### config.mk
export PLATFORM = sky130hd
export DESIGN_NAME = keypad_scanner_flat
export DESIGN_NICKNAME = d
export VERILOG_FILES = /design/src/rtl/keypad_scanner_if.sv /design/src/rtl/keypad_scanner.sv /design/src/flat_wrapper.sv
export SDC_FILE = /design/constraint.sdc
export NUM_CORES = 1
export LEC_CHECK = 0
export CAP_MARGIN = 10
export CORE_ASPECT_RATIO = 0.6
export CORE_MARGIN = 2
export CORE_UTILIZATION = 26
export CTS_BUF_LIST = sky130_fd_sc_hd__clkbuf_16
export DETAILED_ROUTE_END_ITERATION = 6
export GPL_TIMING_DRIVEN = 0
export MAX_ROUTING_LAYER = met4
export SYNTH_ARGS = -nofsm -noshare
export SYNTH_HDL_FRONTEND = slang
export SYNTH_SLANG_ARGS = --single-unit
### constraint.sdc
create_clock -name clk -period 2.26 [get_ports clk]
set_input_delay 0.339 -clock clk [delete_from_list [all_inputs] [get_ports clk]]
set_output_delay 0.339 -clock clk [all_outputs]
set_load 0.02 [all_outputs]
### src/rtl/keypad_scanner_if.sv
`default_nettype none
// +----------------------------------------------------------------------+
// | Module      : keypad_scanner_if                                      |
// | Description : Pin and event bundle between the keypad scanner and    |
// |               its surroundings (matrix lines plus key-event outputs). |
// | Revision    : 1.0 - initial release                                  |
// +----------------------------------------------------------------------+
interface keypad_scanner_if;
  logic [3:0] col_n;     // column sense from the matrix, active-low, asynchronous
  logic [3:0] row_n;     // row drive into the matrix, active-low, one-hot
  logic [3:0] gpi;       // key code {row, col}
  logic       dval;      // one-cycle key event strobe
  logic       gpi_hold;  // accepted key has been held long enough

  // Scanner side
  modport master (
    input  col_n,
    output row_n,
    output gpi,
    output dval,
    output gpi_hold
  );

  // Keypad / consumer side
  modport slave (
    output col_n,
    input  row_n,
    input  gpi,
    input  dval,
    input  gpi_hold
  );
endinterface
`default_nettype wire

### src/rtl/keypad_scanner.sv
`default_nettype none
// +----------------------------------------------------------------------+
// | Module      : keypad_scanner                                         |
// | Description : 4x4 matrix keypad scanner with debounce, hold          |
// |               detection and optional autorepeat while holding.       |
// |               Optional feature macro: KEYPAD_AUTOREPEAT_EN           |
// |               (defined: dval repeats every REPEAT_CYC cycles in      |
// |               HOLD; undefined: no repeat logic is built).            |
// | Revision    : 1.0 - initial release                                  |
// +----------------------------------------------------------------------+
module keypad_scanner #(
  parameter int SCAN_DIV     = 16,  // cycles each row is driven
  parameter int DEBOUNCE_CYC = 8,   // stable cycles to accept press/release
  parameter int HOLD_CYC     = 64,  // cycles after acceptance to become a hold
  parameter int REPEAT_CYC   = 32   // autorepeat period while holding
) (
  input  wire logic         clk,
  input  wire logic         resetn,
  keypad_scanner_if.master  bus
);

  // One shared counter serves every state; it is cleared on each state
  // change, so its width only has to cover the longest period.
  localparam int c_max_ab  = (SCAN_DIV > DEBOUNCE_CYC) ? SCAN_DIV : DEBOUNCE_CYC;
  localparam int c_max_cd  = (HOLD_CYC > REPEAT_CYC) ? HOLD_CYC : REPEAT_CYC;
  localparam int c_max_cnt = (c_max_ab > c_max_cd) ? c_max_ab : c_max_cd;
  localparam int c_cnt_w   = $clog2(c_max_cnt + 1);

  localparam logic [c_cnt_w-1:0] c_cnt_one   = c_cnt_w'(1);
  localparam logic [c_cnt_w-1:0] c_scan_last = c_cnt_w'(SCAN_DIV - 1);
  localparam logic [c_cnt_w-1:0] c_deb_last  = c_cnt_w'(DEBOUNCE_CYC - 1);
  localparam logic [c_cnt_w-1:0] c_hold_last = c_cnt_w'(HOLD_CYC - 1);
`ifdef KEYPAD_AUTOREPEAT_EN
  localparam logic [c_cnt_w-1:0] c_rep_last  = c_cnt_w'(REPEAT_CYC - 1);
`endif

  typedef enum logic [2:0] {
    ST_SCAN     = 3'd0,
    ST_DEBOUNCE = 3'd1,
    ST_PRESSED  = 3'd2,
    ST_HOLD     = 3'd3,
    ST_RELEASE  = 3'd4
  } state_t;

  state_t               r_state;
  logic [c_cnt_w-1:0]   r_cnt;
  logic [1:0]           r_row;        // current row; frozen while a key is captured
  logic [3:0]           r_row_n;      // registered one-hot-low row drive
  logic [1:0]           r_cand_col;   // captured candidate column
  logic [3:0]           r_gpi;
  logic                 r_dval;
  logic                 r_gpi_hold;
  logic [3:0]           r_col_meta;
  logic [3:0]           r_col_sync;

  logic                 w_any_low;
  logic [1:0]           w_low_col;
  logic                 w_cand_high;

  assign bus.row_n    = r_row_n;
  assign bus.gpi      = r_gpi;
  assign bus.dval     = r_dval;
  assign bus.gpi_hold = r_gpi_hold;

  // Two-flop synchronizer for the asynchronous column sense lines
  always_ff @(posedge clk or negedge resetn) begin
    if (!resetn) begin
      r_col_meta <= 4'hF;
      r_col_sync <= 4'hF;
    end else begin
      r_col_meta <= bus.col_n;
      r_col_sync <= r_col_meta;
    end
  end

  // Lowest-numbered low column wins when several keys share the row
  always_comb begin
    w_any_low = ~(&r_col_sync);
    casez (r_col_sync)
      4'b???0: w_low_col = 2'd0;
      4'b??01: w_low_col = 2'd1;
      4'b?011: w_low_col = 2'd2;
      4'b0111: w_low_col = 2'd3;
      default: w_low_col = 2'd0;
    endcase
    w_cand_high = r_col_sync[r_cand_col];
  end

  // Scan / debounce / hold / release sequencer with registered outputs
  always_ff @(posedge clk or negedge resetn) begin
    if (!resetn) begin
      r_state    <= ST_SCAN;
      r_cnt      <= '0;
      r_row      <= 2'd0;
      r_row_n    <= 4'b1110;
      r_cand_col <= 2'd0;
      r_gpi      <= 4'h0;
      r_dval     <= 1'b0;
      r_gpi_hold <= 1'b0;
    end else begin
      r_dval <= 1'b0;
      case (r_state)
        ST_SCAN: begin
          if (r_cnt == c_scan_last) begin
            r_cnt <= '0;
            if (w_any_low) begin
              // Row stays frozen on the captured key from here on
              r_cand_col <= w_low_col;
              r_state    <= ST_DEBOUNCE;
            end else begin
              r_row   <= r_row + 2'd1;
              r_row_n <= {r_row_n[2:0], r_row_n[3]};
            end
          end else begin
            r_cnt <= r_cnt + c_cnt_one;
          end
        end

        ST_DEBOUNCE: begin
          if (w_cand_high) begin
            // A bounce ends the dwell on this row as if it had timed out
            r_cnt   <= '0;
            r_state <= ST_SCAN;
            r_row   <= r_row + 2'd1;
            r_row_n <= {r_row_n[2:0], r_row_n[3]};
          end else if (r_cnt == c_deb_last) begin
            r_cnt      <= '0;
            r_gpi      <= {r_row, r_cand_col};
            r_dval     <= 1'b1;
            r_gpi_hold <= 1'b0;
            r_state    <= ST_PRESSED;
          end else begin
            r_cnt <= r_cnt + c_cnt_one;
          end
        end

        ST_PRESSED: begin
          if (w_cand_high) begin
            r_cnt   <= '0;
            r_state <= ST_RELEASE;
          end else if (r_cnt == c_hold_last) begin
            // Hold event: strobe again with gpi unchanged
            r_cnt      <= '0;
            r_gpi_hold <= 1'b1;
            r_dval     <= 1'b1;
            r_state    <= ST_HOLD;
          end else begin
            r_cnt <= r_cnt + c_cnt_one;
          end
        end

        ST_HOLD: begin
          if (w_cand_high) begin
            r_cnt   <= '0;
            r_state <= ST_RELEASE;
          end
`ifdef KEYPAD_AUTOREPEAT_EN
          else if (r_cnt == c_rep_last) begin
            r_cnt  <= '0;
            r_dval <= 1'b1;
          end else begin
            r_cnt <= r_cnt + c_cnt_one;
          end
`endif
        end

        ST_RELEASE: begin
          if (!w_cand_high) begin
            // Any low sample restarts the release qualification
            r_cnt <= '0;
          end else if (r_cnt == c_deb_last) begin
            r_cnt      <= '0;
            r_gpi_hold <= 1'b0;
            r_row      <= r_row + 2'd1;
            r_row_n    <= {r_row_n[2:0], r_row_n[3]};
            r_state    <= ST_SCAN;
          end else begin
            r_cnt <= r_cnt + c_cnt_one;
          end
        end

        default: begin
          r_cnt   <= '0;
          r_state <= ST_SCAN;
        end
      endcase
    end
  end

endmodule
`default_nettype wire

### src/flat_wrapper.sv
// flat-port wrapper written by rule: the top's interface ports become plain ports
module keypad_scanner_flat 
#(
  parameter int SCAN_DIV     = 16,                              
  parameter int DEBOUNCE_CYC = 8,                                           
  parameter int HOLD_CYC     = 64,                                             
  parameter int REPEAT_CYC   = 32                                     
)
  (clk, resetn, bus_col_n, bus_row_n, bus_gpi, bus_dval, bus_gpi_hold);
  keypad_scanner_if bus_i ();
  input  wire logic clk;
  input  wire logic resetn;
  input wire logic [$bits(bus_i.col_n)-1:0] bus_col_n;
  output wire logic [$bits(bus_i.row_n)-1:0] bus_row_n;
  output wire logic [$bits(bus_i.gpi)-1:0] bus_gpi;
  output wire logic [$bits(bus_i.dval)-1:0] bus_dval;
  output wire logic [$bits(bus_i.gpi_hold)-1:0] bus_gpi_hold;
  assign bus_i.col_n = bus_col_n;
  assign bus_row_n = bus_i.row_n;
  assign bus_gpi = bus_i.gpi;
  assign bus_dval = bus_i.dval;
  assign bus_gpi_hold = bus_i.gpi_hold;
  keypad_scanner #(.SCAN_DIV(SCAN_DIV), .DEBOUNCE_CYC(DEBOUNCE_CYC), .HOLD_CYC(HOLD_CYC), .REPEAT_CYC(REPEAT_CYC)) u_core (.clk(clk), .resetn(resetn), .bus(bus_i));
endmodule
# After elaboration in Yosys (flattened, before gate mapping)
# Cells that the tools add are included.
# W data, S select, Z words.
totals:
  reg_bits: 32
  inputBits: 6
  out_inout_bits: 10
  word_cells: 90
op_classes:
  add_sub_neg: 2
  order_cmp: 1
  n_eq_ne: 22
  n_mux: 44
  n_bitwise: 2
  n_reduce_logical: 9
op_table:
  columns: ["cell", "count"]
  rows:
  - ["$mux W7", 7]
  - ["$pmux W7 S5", 1]
  - ["$mux W3", 9]
  - ["$mux W4", 5]
  - ["$pmux W3 S5", 1]
  - ["$ne A2 B1 Y1 const B", 7]
  - ["$pmux W2 S3", 2]
  - ["$pmux W4 S3", 1]
  - ["$mux W1", 10]
  - ["$mux W2", 5]
  - ["$eq A3 B2 Y1 const B", 3]
  - ["$add A7 B1 Y7 const B", 1]
  - ["$eq A7 B3 Y1 const B", 1]
  - ["$eq A7 B4 Y1 const B", 1]
  - ["$eq A7 B6 Y1 const B", 1]
  - ["$reduce_and A7 Y1", 1]
  - ["$ne A2 B2 Y1 const B", 3]
  - ["$ne A3 B1 Y1 const B", 2]
  - ["$reduce_and A3 Y1", 2]
  - ["$reduce_and A6 Y1", 1]
  - ["$reduce_bool A3 Y1", 2]
  - ["$reduce_and A5 Y1", 1]
  - ["$eq A4 B3 Y1 const B", 1]
  - ["$reduce_and A4 Y1", 1]
  - ["other kinds (10)", 11]

# Logic depth before layout (Yosys ltp)
logic_depth:
  ltp_word: 4
  ltp_mapped: 7
  ltp_nobuf: 6

# Worst setup path after synthesis
# OpenSTA, ideal clock, no wires.
synth_path:
  kind: "reg-to-reg"
  from: "register u_core.r_cnt[0]"
  to: "register u_core.r_row_n[0] (netlist: u_core.bus.row_n[0])"
  arrival_ns: 1.763
  t_required_ns: 2.132
  slack_ns: 0.369
  stages_incl_launch_ff: 8
  period_less_slack_ns: 1.891
  cell_sequence: "dfrtp_1 -> ha_1 -> and3b_1 -> buf_2 -> nand3b_2 -> nor2_2 -> a32o_2 -> mux2_1"
synth_between:
  elab_chain_cells: 3
synth_rtl:
  columns: ["item", "line", "text"]
  rows:
  - ["start, declared", "keypad_scanner.sv:46", "logic [c_cnt_w-1:0] r_cnt;"]
  - ["start signal, assigned", "keypad_scanner.sv:115", "r_cnt <= r_cnt + c_cnt_one;"]
  - ["start signal, assigned", "keypad_scanner.sv:133", "r_cnt <= r_cnt + c_cnt_one;"]
  - ["start signal, assigned", "keypad_scanner.sv:148", "r_cnt <= r_cnt + c_cnt_one;"]
  - ["$eq A7 B3 Y1 / $eq A7 B4 Y1 (equally long branches)", "keypad_scanner.sv:171, keypad_scanner.sv:104", null]
  - ["$ne A2 B1 Y1 (no line)", null, null]
  - ["$reduce_and A6 Y1 (no line) *", null, null]
  - ["end signal, assigned", "keypad_scanner.sv:112", "r_row_n <= {r_row_n[2:0], r_row_n[3]};"]
  - ["end signal, assigned", "keypad_scanner.sv:125", "r_row_n <= {r_row_n[2:0], r_row_n[3]};"]
  - ["end signal, assigned", "keypad_scanner.sv:175", "r_row_n <= {r_row_n[2:0], r_row_n[3]};"]
  - ["end, declared", "keypad_scanner.sv:48", "logic [3:0] r_row_n;"]
# Mark *: on every way between the ends. The rest lies on a longest branch, timed or not.
# A chain may end at the register's enable or synchronous reset.

# Worst setup path in the final report
# Ends and elaborated chain as after synthesis.

==> results_dict.tcl <==
set metrics [dict create \
    cts_tree "yes" \
    hpwl_mm 2.34 \
    nNetsFinal 169 \
    maxCapViolCount 0 \
    cpLargestDelayFamily "simple AND/OR/NAND/NOR gates" \
    rows 21 \
    ys_dominant_reg_cell "dfrtp_1" \
    die_area_um2 6670 \
    cp_cell_sequence "ha_2 > and3b_1 > buf_2 > nand3b_2 > nor2_4 > a32o_2 > mux2_1" \
    rrSetupSlack_ns 0.16 \
    die_height_um 64.1 \
    fmax_mhz 476 \
    syn_avg_cell_area_um2 11.3 \
    slew_headroom_pct 53.9 \
    path_depth 7 \
    drtIter0Drc 86 \
    portBuffers 15 \
    async_flop_share_pct 100 \
    grt_overflow 0 \
    holdWs_ns 0.102 \
    regToRegStartpoint "u_core.r_cnt[0]" \
    cp_max_fo 6 \
    via_count 1147 \
    grt_pass1_wl_mm 5.42 \
    ys_ff_latch 32 \
    core_area_um2 5700 \
    insertedDiodeCount 0 \
    grt_max_degree 33 \
    hold_viol 0 \
    grt.total_usage_pct 10.8 \
    powerDensity_nw_per_um2 1200 \
    die_x_um 104 \
    layout-drive-gt1-share_pct 23.3 \
    cp-end-kind "register" \
    yosysUniqueCellTypes 52 \
    crit_buf_inv 1 \
    setup_ws_ns 0.160 \
    gp_congestion 0.881 \
    fin_cells 243 \
    cts_root_buf "clkbuf_16" \
    fin_tns_setup_ns 0 \
    fin_crit_sh_pct 92.9 \
    syn_nets 146 \
    crit_slowest_cell "dfrtp_1" \
    ant_nets 0 \
    worstPathRequired_ns 2.42 \
    dr.pass1.iters 4 \
    routed_wl_mm 3.11 \
    antenna_found_initial 0 \
    viasPerCell 4.72 \
    clk_pin_slew_ns 0.05 \
    clock_skew_ns 0.00287 \
    start_util_pct 27.4 \
    ys.warnings.count 0 \
    crit_type "register to register" \
    worst_setup_path_start_kind "register" \
    synth_edf_count 0 \
    min_path_type "primary input to async pin" \
    detailedPlace.worstSlack_ns 0.0900 \
    r2r_cells 7 \
    cp_data_arrival_time_ns 2.25 \
    cts-htree-levels 2 \
    endpoint "u_core.bus.row_n[0]" \
    grt_pass1_vias 1070 \
    clk_latency_ns 0.27 \
    drc_errors 0 \
    synth_cells 139 \
    leakage_nw 0.830 \
    seq_area_frac_synth_pct 52.1 \
    routedWlPerCell_um 12.8 \
    r2r-end "u_core.bus.row_n[0]" \
    crit_start "u_core.r_cnt[0]" \
    report.final.slew_viol_count 0 \
    clock_path_buffers 2 \
    boundaryPins 16 \
    dp.cells 234 \
    finalWorstPathRequiredPeriod_ns 2.10 \
    setup_viol 0 \
    vdd_drop_max_v 0.000412 \
    worst-slew-pin-transition_ns 0.691 \
    cts_sinks 32 \
    fillerInstances 565 \
    status "complete, no violations" \
    max_stage_delay_ns 0.38 \
    cts_buffers 5 \
    syn_area_um2 1560 \
    syn2layout_area_growth_pct 27.4 \
]
[layout by cell type, fill, tap and decap left out, types with 4 or more instances in the layout]
cell type        instances
dfrtp_1                 21
nor3_1                   4
mux2_2                   4
o21ai_0                  5
buf_2                    4
nor2_1                  10
nand2_1                  8
clkbuf_1                 4
a21oi_1                  4
xor2_1                   5
clkbuf_16                5
clkdlybuf4s50_1         14
dfstp_2                 11
and3_1                   4
inv_1                    4
[power by group]
part | leakage, nW | switching [W] | internal (W)
combinational | 0.353 | 0.000474 | 0.000350
clock | 0.0850 | 0.000226 | 0.000512
sequential | 0.392 | 0.000125 | 0.000713
total | 0.830 | 0.000825 | 0.00157
[registers in the layout, indices dropped and copies added, names as in the netlist]
register,cells
u_core.bus.dval,1
u_core.r_row,2
u_core.r_state,3
u_core.r_col_meta,4
u_core.r_col_sync,4
u_core.bus.gpi_hold,1
u_core.r_cnt,7
u_core.r_cand_col,2
u_core.bus.row_n,4
u_core.bus.gpi,4
[synthesized netlist by cell type (4+ instances only)]
cell	instances	area, um2
dfrtp_1	21	526
a21oi_1	4	20.0
o21ai_0	5	25.0
dfstp_2	11	289
nor3_1	4	20.0
nor2_1	10	37.5
mux2_2	4	45.0
nand2_1	8	30.0
clkbuf_1	4	15.0
and3_1	4	25.0
xor2_1	5	43.8
[through the flow]
stage               cell area (um2)  utilization (%)  total power, W
floorplan                      1560                -         0.00143
global placement               1810             31.8         0.00164
detailed placement             1810             31.7         0.00165
CTS                            1970             34.6         0.00240
global route                   1990             34.9         0.00259
finish                         1990             34.9         0.00240
[worst min-delay path by stage]
stage	to	slack (ns)	start
global placement	u_core.r_col_sync[0]	0.35	u_core.r_col_meta[0]
detailed placement	u_core.r_col_sync[3]	0.35	u_core.r_col_meta[3]
finish	u_core.r_cnt[4]	0.10	resetn
floorplan	u_core.bus.dval	0.04	resetn
global route	u_core.r_cnt[3]	0.17	resetn
CTS	u_core.r_cnt[3]	0.14	resetn
[cell type report]
cell class / count / area (um2) / share of cell area [%]
Buffer: 7 / 30.0 / 1.51
Clock buffer: 5 / 125 / 6.28
Clock inverter: 3 / 38.8 / 1.95
Inverter: 3 / 11.3 / 0.565
Multi-Input combinational cell: 97 / 719 / 36.1
Sequential cell: 32 / 815 / 40.9
Tap cell: 80 / 100 / 5.03
Timing Repair Buffer: 16 / 153 / 7.66
[timing repair]
| item | 4_1_cts | 5_1_grt |
|---|---|---|
| buffers inserted | 0 | 1 |
| setup endpoints to repair | 0 | 4 |
| resized for setup | 0 | 3 |
| hold buffers | 0 | 0 |
[kinds of logic (layout without fill, tap and decap cells)]
kind of cell    count (synthesis)  after routing  share of synthesized area (%)
simple gates                   54             54                           20.9
flops                          32             32                           52.1
compound gates                 27             27                           12.7
mux                            10             10                           8.08
buf+inv                        10             34                           2.64
xor+xnor                        5              5                           2.80
fa+ha+maj                       1              1                          0.800
[metal layers]
layer / part of all wire [%] / track usage, % / vias to the layer above
met2: 36 / 12.5 / 30
met1: 57 / 16.2 / 554
met3: 6.4 / 4.18 / 6
met4: 1.2 / 4.05 / 0
met5: 0 / - / -
li1: - / - / 557
(Power assumes the default switching activity.)
